[src/rtl/prog_loader.sv]
// prog_loader: serial program loader for the 8-bit CPU's RAM.
// Receives a framed program over a UART RX line (8N1, LSB first):
//   0xA5 (sync), N (length), N data bytes, C (sum of data bytes mod 256)
// and writes the data bytes into RAM. The CPU is held in reset while a load is in
// progress and released only after a frame with a good checksum.
// Ports:
//   clk          system clock
//   reset        synchronous, active-high reset
//   i_rx         UART serial input, idles high, asynchronous to clk
//   o_ram_we     one-cycle RAM write strobe
//   o_ram_addr   RAM write address
//   o_ram_wdata  RAM write data
//   o_cpu_hold   high = CPU held in reset
//   o_busy       high while a frame is in progress
//   o_load_done  one-cycle pulse: frame loaded, checksum good
//   o_load_err   one-cycle pulse: frame aborted
module prog_loader #(
  parameter int unsigned CLKS_PER_BIT = 104,
  parameter int unsigned TIMEOUT_CLKS = CLKS_PER_BIT * 40,
  parameter int unsigned RAM_DEPTH    = 16
) (
  input  logic                         clk,
  input  logic                         reset,
  input  logic                         i_rx,
  output logic                         o_ram_we,
  output logic [$clog2(RAM_DEPTH)-1:0] o_ram_addr,
  output logic [7:0]                   o_ram_wdata,
  output logic                         o_cpu_hold,
  output logic                         o_busy,
  output logic                         o_load_done,
  output logic                         o_load_err
);

  localparam int unsigned AW = $clog2(RAM_DEPTH);
  localparam int unsigned CW = $clog2(CLKS_PER_BIT);
  localparam int unsigned TW = $clog2(TIMEOUT_CLKS + 1);

  // ---------------------------------------------------------------------------
  // RX synchroniser; r_rx_prev gives the falling-edge detector its history.
  // ---------------------------------------------------------------------------
  logic r_rx_meta, r_rx_sync, r_rx_prev;

  always_ff @(posedge clk) begin
    if (reset) begin
      r_rx_meta <= 1'b1;
      r_rx_sync <= 1'b1;
      r_rx_prev <= 1'b1;
    end else begin
      r_rx_meta <= i_rx;
      r_rx_sync <= r_rx_meta;
      r_rx_prev <= r_rx_sync;
    end
  end

  // ---------------------------------------------------------------------------
  // UART receiver
  // ---------------------------------------------------------------------------
  typedef enum logic [1:0] {RxIdle, RxStart, RxData, RxStop} rx_state_e;

  rx_state_e       r_rx_state, w_rx_state_d;
  logic [CW-1:0]   r_clk_cnt, w_clk_cnt_d;
  logic [2:0]      r_bit_idx, w_bit_idx_d;
  logic [7:0]      r_shift, w_shift_d;
  logic            w_rx_valid;  // stop bit good: r_shift holds a byte this cycle
  logic            w_rx_ferr;   // stop bit low
  logic [7:0]      w_rx_byte;

  always_ff @(posedge clk) begin
    if (reset) begin
      r_rx_state <= RxIdle;
      r_clk_cnt  <= '0;
      r_bit_idx  <= '0;
      r_shift    <= '0;
    end else begin
      r_rx_state <= w_rx_state_d;
      r_clk_cnt  <= w_clk_cnt_d;
      r_bit_idx  <= w_bit_idx_d;
      r_shift    <= w_shift_d;
    end
  end

  always_comb begin
    w_rx_state_d = r_rx_state;
    w_clk_cnt_d  = r_clk_cnt + CW'(1);
    w_bit_idx_d  = r_bit_idx;
    w_shift_d    = r_shift;
    w_rx_valid   = 1'b0;
    w_rx_ferr    = 1'b0;
    unique case (r_rx_state)
      RxIdle: begin
        w_clk_cnt_d = '0;
        if (r_rx_prev && !r_rx_sync) w_rx_state_d = RxStart;
      end
      RxStart: begin
        // Mid start bit: a high level here means the edge was a glitch.
        if (r_clk_cnt == CW'(CLKS_PER_BIT / 2 - 1)) begin
          w_clk_cnt_d  = '0;
          w_bit_idx_d  = '0;
          w_rx_state_d = r_rx_sync ? RxIdle : RxData;
        end
      end
      RxData: begin
        if (r_clk_cnt == CW'(CLKS_PER_BIT - 1)) begin
          w_clk_cnt_d = '0;
          w_shift_d   = {r_rx_sync, r_shift[7:1]};
          w_bit_idx_d = r_bit_idx + 3'd1;
          if (r_bit_idx == 3'd7) w_rx_state_d = RxStop;
        end
      end
      RxStop: begin
        if (r_clk_cnt == CW'(CLKS_PER_BIT - 1)) begin
          w_clk_cnt_d  = '0;
          w_rx_state_d = RxIdle;
          if (r_rx_sync) w_rx_valid = 1'b1;
          else           w_rx_ferr  = 1'b1;
        end
      end
      default: w_rx_state_d = RxIdle;
    endcase
  end

  assign w_rx_byte = r_shift;

  // ---------------------------------------------------------------------------
  // Frame loader FSM
  // ---------------------------------------------------------------------------
  typedef enum logic [1:0] {LdIdle, LdLen, LdData, LdCheck} ld_state_e;

  ld_state_e     r_ld_state, w_ld_state_d;
  logic [7:0]    r_len, w_len_d;
  logic [7:0]    r_idx, w_idx_d;
  logic [7:0]    r_sum, w_sum_d;
  logic [TW-1:0] r_to_cnt, w_to_cnt_d;
  logic          r_ram_we, w_ram_we_d;
  logic [AW-1:0] r_ram_addr, w_ram_addr_d;
  logic [7:0]    r_ram_wdata, w_ram_wdata_d;
  logic          r_cpu_hold, w_cpu_hold_d;
  logic          r_load_done, w_load_done_d;
  logic          r_load_err, w_load_err_d;
  logic          w_abort;

  // State register
  always_ff @(posedge clk) begin
    if (reset) begin
      r_ld_state  <= LdIdle;
      r_len       <= '0;
      r_idx       <= '0;
      r_sum       <= '0;
      r_to_cnt    <= '0;
      r_ram_we    <= 1'b0;
      r_ram_addr  <= '0;
      r_ram_wdata <= '0;
      r_cpu_hold  <= 1'b0;
      r_load_done <= 1'b0;
      r_load_err  <= 1'b0;
    end else begin
      r_ld_state  <= w_ld_state_d;
      r_len       <= w_len_d;
      r_idx       <= w_idx_d;
      r_sum       <= w_sum_d;
      r_to_cnt    <= w_to_cnt_d;
      r_ram_we    <= w_ram_we_d;
      r_ram_addr  <= w_ram_addr_d;
      r_ram_wdata <= w_ram_wdata_d;
      r_cpu_hold  <= w_cpu_hold_d;
      r_load_done <= w_load_done_d;
      r_load_err  <= w_load_err_d;
    end
  end

  // Next state
  always_comb begin
    w_ld_state_d  = r_ld_state;
    w_len_d       = r_len;
    w_idx_d       = r_idx;
    w_sum_d       = r_sum;
    w_to_cnt_d    = r_to_cnt;
    w_ram_we_d    = 1'b0;
    w_ram_addr_d  = r_ram_addr;
    w_ram_wdata_d = r_ram_wdata;
    w_cpu_hold_d  = r_cpu_hold;
    w_load_done_d = 1'b0;
    w_load_err_d  = 1'b0;
    w_abort       = 1'b0;

    // Inter-byte timeout only runs inside a frame; a valid byte restarts it.
    if (r_ld_state == LdIdle || w_rx_valid) begin
      w_to_cnt_d = '0;
    end else if (r_to_cnt == TW'(TIMEOUT_CLKS - 1)) begin
      w_abort = 1'b1;
    end else begin
      w_to_cnt_d = r_to_cnt + TW'(1);
    end

    if (r_ld_state != LdIdle && w_rx_ferr) w_abort = 1'b1;

    unique case (r_ld_state)
      LdIdle: begin
        if (w_rx_valid && w_rx_byte == 8'hA5) w_ld_state_d = LdLen;
      end
      LdLen: begin
        if (w_rx_valid) begin
          if (w_rx_byte != 8'd0 && 32'(w_rx_byte) <= RAM_DEPTH) begin
            w_len_d      = w_rx_byte;
            w_idx_d      = '0;
            w_sum_d      = '0;
            w_cpu_hold_d = 1'b1;
            w_ld_state_d = LdData;
          end else begin
            w_abort = 1'b1;
          end
        end
      end
      LdData: begin
        if (w_rx_valid) begin
          w_ram_we_d    = 1'b1;
          w_ram_addr_d  = r_idx[AW-1:0];
          w_ram_wdata_d = w_rx_byte;
          w_sum_d       = r_sum + w_rx_byte;
          w_idx_d       = r_idx + 8'd1;
          if (r_idx + 8'd1 == r_len) w_ld_state_d = LdCheck;
        end
      end
      LdCheck: begin
        if (w_rx_valid) begin
          if (w_rx_byte == r_sum) begin
            w_load_done_d = 1'b1;
            w_cpu_hold_d  = 1'b0;
            w_ld_state_d  = LdIdle;
          end else begin
            w_abort = 1'b1;
          end
        end
      end
      default: w_ld_state_d = LdIdle;
    endcase

    // Abort leaves cpu_hold alone so a partially written RAM is never released.
    if (w_abort) begin
      w_ld_state_d = LdIdle;
      w_load_err_d = 1'b1;
      w_to_cnt_d   = '0;
    end
  end

  // Outputs
  always_comb begin
    o_ram_we    = r_ram_we;
    o_ram_addr  = r_ram_addr;
    o_ram_wdata = r_ram_wdata;
    o_cpu_hold  = r_cpu_hold;
    o_busy      = (r_ld_state != LdIdle);
    o_load_done = r_load_done;
    o_load_err  = r_load_err;
  end

endmodule
[config.mk]
export PLATFORM = sky130hd
export DESIGN_NAME = prog_loader
export DESIGN_NICKNAME = d
export VERILOG_FILES = /design/src/rtl/prog_loader.sv
export SDC_FILE = /design/constraint.sdc
export NUM_CORES = 1
export LEC_CHECK = 0
export ABC_AREA = 0
export BUFFER_PORTS_ARGS = -buffer_cell sky130_fd_sc_hd__clkbuf_2
export CAP_MARGIN = 5
export CORE_MARGIN = 2
export CORE_UTILIZATION = 45
export CTS_CLUSTER_DIAMETER = 60
export DETAILED_ROUTE_END_ITERATION = 7
export SLEW_MARGIN = 40
export SYNTH_ARGS = -nofsm -noshare
export SYNTH_HDL_FRONTEND = slang
export SYNTH_SLANG_ARGS = --single-unit
export TNS_END_PERCENT = 1
[constraint.sdc]
create_clock -name clk -period 2.7 [get_ports clk]
set_input_delay 0.27 -clock clk [delete_from_list [all_inputs] [get_ports clk]]
set_output_delay 0.27 -clock clk [all_outputs]
set_load 0.02 [all_outputs]
After elaboration in Yosys (flattened, before gate mapping). Index checks and enable logic that the tools add are counted.

Bitwise logic cells: 3. Equal/unequal tests: 25. Multiplexer cells: 49. Magnitude comparators: 1. $add $sub $neg: 5. Reductions and logical operators: 26.

Operator list (number): 8-bit two-way mux (4); 8-bit one-hot mux with 2 select lines (2); 2-bit two-way mux (13); 2-bit inequality test, second input constant (11); 7-bit one-hot mux with 3 select lines (1); 1-bit two-way mux (20); 8-bit == test (2); 2-bit one-hot mux with 4 select lines (2); 7-bit two-way mux (2); 13-bit by 1-bit adder with 13-bit output, second input constant (1); 13-bit == test, second input constant (1); 5-bit AND reduction (2); 8-bit by 1-bit adder with 8-bit output, second input constant (1); 8-bit adder (1); 2-bit == test, second input constant (4); 8-bit == test, second input constant (1); 8-bit by 5-bit less-or-equal comparator with 1-bit output, second input constant (1); 2-bit nonzero test (4); 8-bit nonzero test (1); 7-bit by 1-bit adder with 7-bit output, second input constant (1); 7-bit by 6-bit == test with 1-bit output, second input constant (1); 7-bit == test, second input constant (1); 7-bit AND reduction (1); 3-bit two-way mux (2); other kinds (16) (29).

Logic and storage cells: 127. Flip-flop bits (word level): 78. Output and inout port bits: 17. Input bits: 3.

Logic depth before layout (Yosys ltp). Gate-level depths: netlist of the first run.

Depth in word-level cells: 10. Mapped depth: 9. Mapped depth without buffers: 8.

Worst setup path before layout of the first run. OpenSTA, ideal clock, no wires.

Path type: reg2reg. From: register r_clk_cnt[0]. To: register r_ld_state[0]. Period minus slack after synthesis: 1.971 ns. Setup time: 0.116 ns. Cell stages (with the launch flop): 9. Data required time: 2.584 ns. Buffers on the path: 1. Setup slack: 0.729 ns. Arrival: 1.855 ns. Cells stage by stage: dfxtp_1 -> ha_1 -> and4_1 -> and3_2 -> clkbuf_1 -> a32oi_1 -> nor3_1 -> a31o_2 -> o211a_1.

Cells in the longest elaborated chain, start to end: 10. Elaborated cells between the ends (all ways): 21. Classes of those cells: eq/ne: 5; mux: 11; reduce/logical: 5.

RTL lines: start: declaration (RTL line 61) `logic [CW-1:0] r_clk_cnt, w_clk_cnt_d;`; start signal: assignment (RTL line 76) `r_clk_cnt <= w_clk_cnt_d;`; 7-bit == test * (RTL line 111) `if (r_clk_cnt == CW'(CLKS_PER_BIT - 1)) begin`; 1-bit two-way mux (RTL line 111); 1-bit two-way mux (RTL line 89) `unique case (r_rx_state)`; 1-bit logical OR (RTL line 187) `if (r_ld_state == LdIdle || w_rx_valid) begin`; 1-bit two-way mux (RTL line 187); 1-bit two-way mux (RTL line 195) `if (r_ld_state != LdIdle && w_rx_ferr) w_abort = 1'b1;`; 1-bit two-way mux, on equally long branches (RTL line 226, 203); 1-bit two-way mux, on equally long branches (RTL line 225, 202); 1-bit one-hot mux with 2 select lines (RTL line 197) `unique case (r_ld_state)`; 2-bit OR reduction (no line); end signal: assignment (RTL line 145) `r_ld_state <= LdIdle;`; end signal: assignment (RTL line 157) `r_ld_state <= w_ld_state_d;`; end: declaration (RTL line 129) `ld_state_e r_ld_state, w_ld_state_d;`.

Mark *: on every way between the ends. The rest lies on a longest branch, timed or not. A chain may end at the register's enable or synchronous reset.

Final worst setup path of the first run.
From: register r_shift[4]. To: register r_ld_state[0].

Cells in the longest elaborated chain, start to end: 6. Elaborated cells between the ends (all ways): 16. Classes of those cells: order compare: 1; eq/ne: 5; mux: 5; reduce/logical: 5.

RTL lines: start: declaration (RTL line 63) `logic [7:0] r_shift, w_shift_d;`; start signal: assignment (RTL line 78) `r_shift <= w_shift_d;`; 8-bit by 5-bit less-or-equal comparator with 1-bit output / 8-bit nonzero test (equally long branches) (RTL line 203) `if (w_rx_byte != 8'd0 && 32'(w_rx_byte) <= RAM_DEPTH) begin`; 1-bit logical AND (RTL line 203); 1-bit two-way mux (RTL line 203); 1-bit two-way mux (RTL line 202) `if (w_rx_valid) begin`; 1-bit one-hot mux with 2 select lines (RTL line 197); 2-bit OR reduction (no line).

Parallel ways exist; a longest one is shown, timed or not.

==> run metrics, run 1 <==
RSZ-0062 raised after global routing=no; drt drc=0; outcome=complete, no violations; Crit path max-delay family=simple AND/OR/NAND/NOR gates; worst hold path stage count=2; drt pass-1 iters=4; Initial Utilization=around 47%; CTS buffer count=9; endpoint class of the critical path=flip-flop; Max Cap Viol=0; setup violators final=0; fin area=roughly 4300 um^2; Worst Path Required=2.94 ns; largest net degree at the start of global routing=58; Clock Skew=0.0109 ns; Levels on crit path=6; hold buffers post-CTS=0; Ports=20; Worst Path Arrival=between 2 and 3 ns; Rows=33; worst vdd ir=between 0.0003 and 0.0004 V; Fmax achieved=441 MHz; Post-Syn Area per Cell=roughly 8.6 um^2; Final Cycle Share=between 80% and 90%; fin crit period=2.27 ns; first-pass GRT wire length=13800 um; maximum clock path buffer count=2; Die ar.=9390 um^2; Fin. Hold Viols=0; Slowest cell on crit path=dfxtp_1; Seq/Total Area, Yosys=40.2%; CTS tree=yes; Startpoint Class=flip-flop; Post-synth EDFFs=0; share of cells above drive strength 1=12.1%; Final TNS setup=0 ns; CTS clk-pin slew, worst paths=~0.09 ns; Fin Hold WS=0.110 ns; Routed WL per cell=14.0 um; top_reg_cell synth=dfxtp_1; Slew Viols, Final=0; grt total ovfl=0; Crit Path Category=reg -> reg; FILL cells=790; unique cell type count in the Yosys netlist=63; Final Wtd Congestion=0.849; initial antenna violation count=0; #FFs+latches synth=just under 80; die height=96.9 um; Clk Tree Root Cell=clkbuf_8; area grow syn2layout=10.9%; Clock Latency Late Sink=0.35 ns; max incr delay on CP=0.51 ns; Worst Tran Pin Value=0.568 ns; gr usage total=about 18%; peak fanout along the critical path=8; vias in the first global route=2857; R2R depth=6; vias=3140; HP Class=in -> reg; ys async rst share=0%; Detailed Place HPWL=5820 um; P_leak=1.69 nW; Core Region=8300 um^2; normalized max-slew margin=62.1%; post-layout util=between 50 and 60%; net count after synthesis=470; Port Buffers=19; die width=between 90 and 100 um; Syn Inst Count=450; ant diodes=0; via/cell ratio=around 5.4; crit path cell chain=ha_1 > nor3_1 > nand3_1 > a22o_1 > or4_1 > o211a_1; Post-CTS Setup Repair Bufs=0; nets=~490; Area after DPL=between 4000 and 5000 um^2; P per Cell Area=roughly 520 nW/um^2; Cell Area, Synth=3880 um^2; WL final=8090 um; worst path bufs/invs=0; antenna-violating nets left=0; H-Tree Level Count=3; post_cts resized=0; clock sinks=78; Yosys Warn Count=0; 1st-iter DRT viols=151
==> state kept, by name, summed over array words and instances (netlist names), 3 cells and up, named ones only <==
signal	cells
r_shift	8
r_bit_idx	3
r_to_cnt	13
r_sum	8
o_ram_wdata	8
r_clk_cnt	7
o_ram_addr	4
r_idx	8
r_len	8
==> metal layers <==
metal | share of wire (%) | track usage, % | vias to the layer above
met5 | 0 | 0 | -
met4 | 0.87 | 5.63 | 0
met3 | 3.2 | 3.61 | 6
met2 | 47 | 28.6 | 45
met1 | 49 | 23.7 | 1464
li1 | - | - | 1625
==> area by class of cell <==
cell class	count	area [um^2]	share of cell area (%)
clock buffers	9	124	2.87
multi-input cells	342	2190	50.7
repair buffers	26	148	3.43
well taps	105	131	3.05
clock inverters	7	121	2.82
inverters	10	37.5	0.871
flip-flops and latches	78	1560	36.2
==> metrics by stage <==
step                total power, mW  std cells  setup WS, ns
global route                   2.32        577         0.223
finish                         2.24        577         0.435
floorplan                      1.20        450         0.729
CTS                            2.28        577         0.450
global placement               1.21        561         0.567
detailed placement             1.21        561         0.457
==> path summary, 6_finish.rpt <==
check | startpoint | to | slack [ns]
setup / recovery | r_shift[4] | r_ld_state[0] | 0.43
hold / removal | i_rx | r_rx_meta | 0.11
setup reg to reg | r_shift[4] | r_ld_state[0] | 0.43
hold reg to reg | r_rx_meta | r_rx_sync | 0.42
==> where the power goes <==
group          total [mW]  switching, mW  internal (mW)
clock network        1.06          0.444          0.619
logic              0.0247         0.0177        0.00701
registers            1.16        0.00339           1.15
==> cell usage in the layout (no fill, tap or decap), drive strengths merged, types with 6 or more instances in the layout <==
cell / count
a21oi: 34
nand2b: 8
xnor2: 17
xor2: 8
mux2i: 18
and2: 6
dfxtp: 78
nor3: 12
nand2: 37
inv: 11
buf: 7
nor2: 64
nor4: 8
a21o: 6
o21ai: 8
nand3: 28
ha: 16
clkbuf: 28
==> kinds of logic after synthesis <==
group | Yosys count | share of synthesized area, %
compound gates | 77 | 12.6
xor+xnor | 26 | 6.22
fa+ha+maj | 17 | 5.67
buf+inv | 30 | 3.54
flops | 78 | 40.2
mux | 18 | 4.64
simple gates | 204 | 27.1
==> synthesized netlist by cell type, types with 3 or more instances <==
| master | instances | area [um^2] |
|---|---|---|
| and3_1 | 3 | 18.8 |
| nand2_1 | 37 | 139 |
| and2_1 | 4 | 25.0 |
| and3b_1 | 4 | 35.0 |
| nor2b_1 | 5 | 31.3 |
| nand2b_1 | 8 | 50.1 |
| o21ai_0 | 8 | 40.0 |
| xor2_1 | 8 | 70.1 |
| nor4_1 | 7 | 43.8 |
| inv_1 | 10 | 37.5 |
| nor2_1 | 63 | 236 |
| dfxtp_1 | 78 | 1560 |
| ha_1 | 16 | 200 |
| nand3_1 | 28 | 140 |
| nor3_1 | 11 | 55.1 |
| or3_1 | 4 | 25.0 |
| buf_2 | 3 | 15.0 |
| nand4b_1 | 3 | 26.3 |
| a21oi_1 | 34 | 170 |
| clkbuf_1 | 13 | 48.8 |
| or2_2 | 3 | 18.8 |
| and4_1 | 3 | 26.3 |
| a21o_1 | 5 | 37.5 |
| a22oi_1 | 5 | 37.5 |
| nor3b_1 | 3 | 22.5 |
| xnor2_1 | 17 | 149 |
| mux2i_1 | 18 | 180 |
No activity file was read; power rests on OpenSTA's default activity.
==> inputs of run 2 (changes only) <==
- ABC_AREA: 0 -> 1
- clock period: 2.7 -> 2.4 ns (I/O delays scaled with it)
==> run metrics, run 2 <==
outcome=complete, no violations; via/cell ratio=around 5.1; Worst Tran Pin Value=0.679 ns; Slowest cell on crit path=dfxtp_1; HP Class=in -> reg; GR Util met2=31.4%; top_reg_cell synth=dfxtp_1; vias in the first global route=~3.2k; Cell Area, Synth=~3900 um^2; 1st-iter DRT viols=about 160; Rows=34; initial antenna violation count=0; die height=97.4 um; Yosys Warn Count=0; r2r setup slk=roughly 0.31 ns; largest net degree at the start of global routing=34; Slew Viols, Final=0; synth top area cells=dfxtp_1 40%, nand2_1 8.0%, nor2_1 7.3%; Min-Delay Startpoint=i_rx; met3 Use GR=3.81%; hold buffers post-CTS=0; #FFs+latches synth=78; fin area=4350 um^2; worst vdd ir=0.000273 V; setup violators final=0; Crit Path Category=reg -> reg; commonest non-fill, non-tap cells in the layout=84 x nand2_1, 78 x dfxtp_1, 76 x nor2_1; die width=between 90 and 100 um; Seq/Total Area, Yosys=~40%; Fmax achieved=479 MHz; Area after DPL=a little over 4000 um^2; P_leak=about 1.8 nW; CTS tree=yes; Detailed Place HPWL=6340 um; commonest non-fill, non-tap cell in the layout=nand2_1; Reg-to-Reg End=r_to_cnt[1]; nets=578; most frequent CP cell=nand2_1; antenna-violating nets left=0; Max Cap Viol=0; vias=approximately 3.4k; gr usage total=18.7%; Fin. Hold Viols=0; Final Wtd Congestion=0.900; endpoint class of the critical path=flip-flop; Clk Tree Root Cell=clkbuf_8; Worst Path Required=approximately 2.7 ns; Worst Path Arrival=between 2 and 2.5 ns; area leader, netlist=dfxtp_1; Worst Hold Path EP=r_rx_meta; CTS buffer count=9; Largest register FFs=13; FILL cells=roughly 880; normalized max-slew margin=54.7%; grt total ovfl=0; grt peak-use layer=met2; M1 GR Usage=24.0%; drt drc=0; CTS clk-pin slew, worst paths=roughly 0.09 ns; R2R depth=10; Crit path max-delay family=simple AND/OR/NAND/NOR gates; drt pass-1 iters=4; P per Cell Area=around 550 nW/um^2; Final Cycle Share=86.9%; unique cell type count in the Yosys netlist=38; net count after synthesis=555; Startpoint Class=flip-flop; share of cells above drive strength 1=about 13%; ant diodes=0; Post-synth EDFFs=0; Final TNS setup=0 ns; Post-synth top cells=84 x nand2_1, 78 x dfxtp_1, 76 x nor2_1; fin crit period=2.09 ns; Die ar.=9490 um^2; WL final=between 8000 and 9000 um; maximum clock path buffer count=2; clock sinks=78; worst path bufs/invs=0; H-Tree Level Count=3; Clock Latency Late Sink=0.36 ns; Port Buffers=19; area grow syn2layout=10.7%; Post-Syn Area per Cell=7.34 um^2; Routed WL per cell=12.9 um; Initial Utilization=45.7%; ys async rst share=0%; post-synth top area share=39.8%; Clock Skew=0.00920 ns; FF-to-FF Start=r_shift[1]; worst hold path stage count=2; max incr delay on CP=roughly 0.43 ns; peak fanout along the critical path=13; RSZ-0062 raised after global routing=no; Syn Inst Count=approximately 540; crit path cell chain=ha_1 > nor3_1 > nand4_1 > o21ai_0 > nand2_1 > nand2_1 > nand2_1 > nor2_2 > nand3_4 > nor2_1; Core Region=8590 um^2; Largest Register=r_to_cnt; most numerous cell in the Yosys netlist=nand2_1; first-pass GRT wire length=around 15000 um; Ports=20
-- run 2: worst reg2reg max path, cell delays in order (launching register included) --
cell and delay (ns):
dfxtp_1 0.43, ha_1 0.30, nor3_1 0.20, nand4_1 0.14, o21ai_0 0.17, nand2_1 0.09, nand2_1 0.09, nand2_1 0.07
nor2_2 0.17, nand3_4 0.23, nor2_1 0.15
-- run 2: area by class of cell --
type | count | area, um^2 | share of cell area, %
Sequential cell | 78 | 1560 | 35.9
Multi-Input combinational cell | 378 | 2050 | 47.3
Timing Repair Buffer | 25 | 140 | 3.22
Tap cell | 108 | 135 | 3.11
Inverter | 66 | 248 | 5.70
Clock buffer | 10 | 138 | 3.17
Clock inverter | 6 | 70.1 | 1.61
-- run 2: worst max-delay path by stage --
| stage | startpoint | endpoint | slack, ns | cells after the start |
|---|---|---|---|---|
| floorplan | r_shift[6] | r_to_cnt[10] | 0.61 | 11 |
| finish | r_shift[1] | r_to_cnt[1] | 0.31 | 10 |
| detailed placement | r_shift[1] | r_to_cnt[1] | 0.22 | 10 |
| global placement | r_shift[1] | r_to_cnt[12] | 0.29 | 10 |
| CTS | r_shift[1] | r_to_cnt[1] | 0.20 | 10 |
| global route | r_clk_cnt[0] | r_len[0] | 0.03 | 9 |
-- run 2: per-stage QoR --
| stage | cells | util, % | hold WS [ns] | total power, mW | setup slack (ns) |
|---|---|---|---|---|---|
| 2_1_floorplan | 535 | - | 0.344 | 1.38 | 0.607 |
| 4_1_cts | 671 | 50.5 | 0.0407 | 2.43 | 0.202 |
| 3_5_place_dp | 655 | 48.1 | 0.398 | 1.39 | 0.223 |
| 6_report | 671 | 50.6 | 0.0567 | 2.40 | 0.314 |
| 3_3_place_gp | 655 | 48.1 | 0.399 | 1.39 | 0.285 |
| 5_1_grt | 671 | 50.6 | 0.0513 | 2.49 | 0.0348 |
-- run 2: kinds of logic (layout without fill, tap and decap cells) --
kind of cell             Yosys count  after routing  share of synthesized area, %
AO/OA/AOI/OAI                     93             93                          13.2
adder cells (fa/ha/maj)           17             17                          5.61
buffers and inverters             79            107                          8.09
AND/OR/NAND/NOR                  251            251                          29.6
flip-flops                        78             78                          39.8
XOR/XNOR                          17             17                          3.79
-- run 2: timing repair --
item                                    CTS  global route
hold endpoints to repair                  0             0
setup buffers                             0             0
endpoints found under the setup margin    0             9
resized for setup                         0             1
-- run 2: routing by layer --
metal / vias to the layer above / wire, um / part of all wire (%)
li1: 1798 / - / -
met1: 1575 / 4110 / 47
met2: 45 / 4130 / 48
met3: 19 / 272 / 3.1
met4: 0 / 148 / 1.7
met5: - / 0 / 0
-- run 2: report_power, final --
part	switching (mW)	leakage (nW)	internal (mW)	total [mW]
Clock	0.527	0.0951	0.514	1.04
Sequential	0.00790	0.629	1.30	1.31
Combinational	0.0345	1.05	0.0180	0.0525
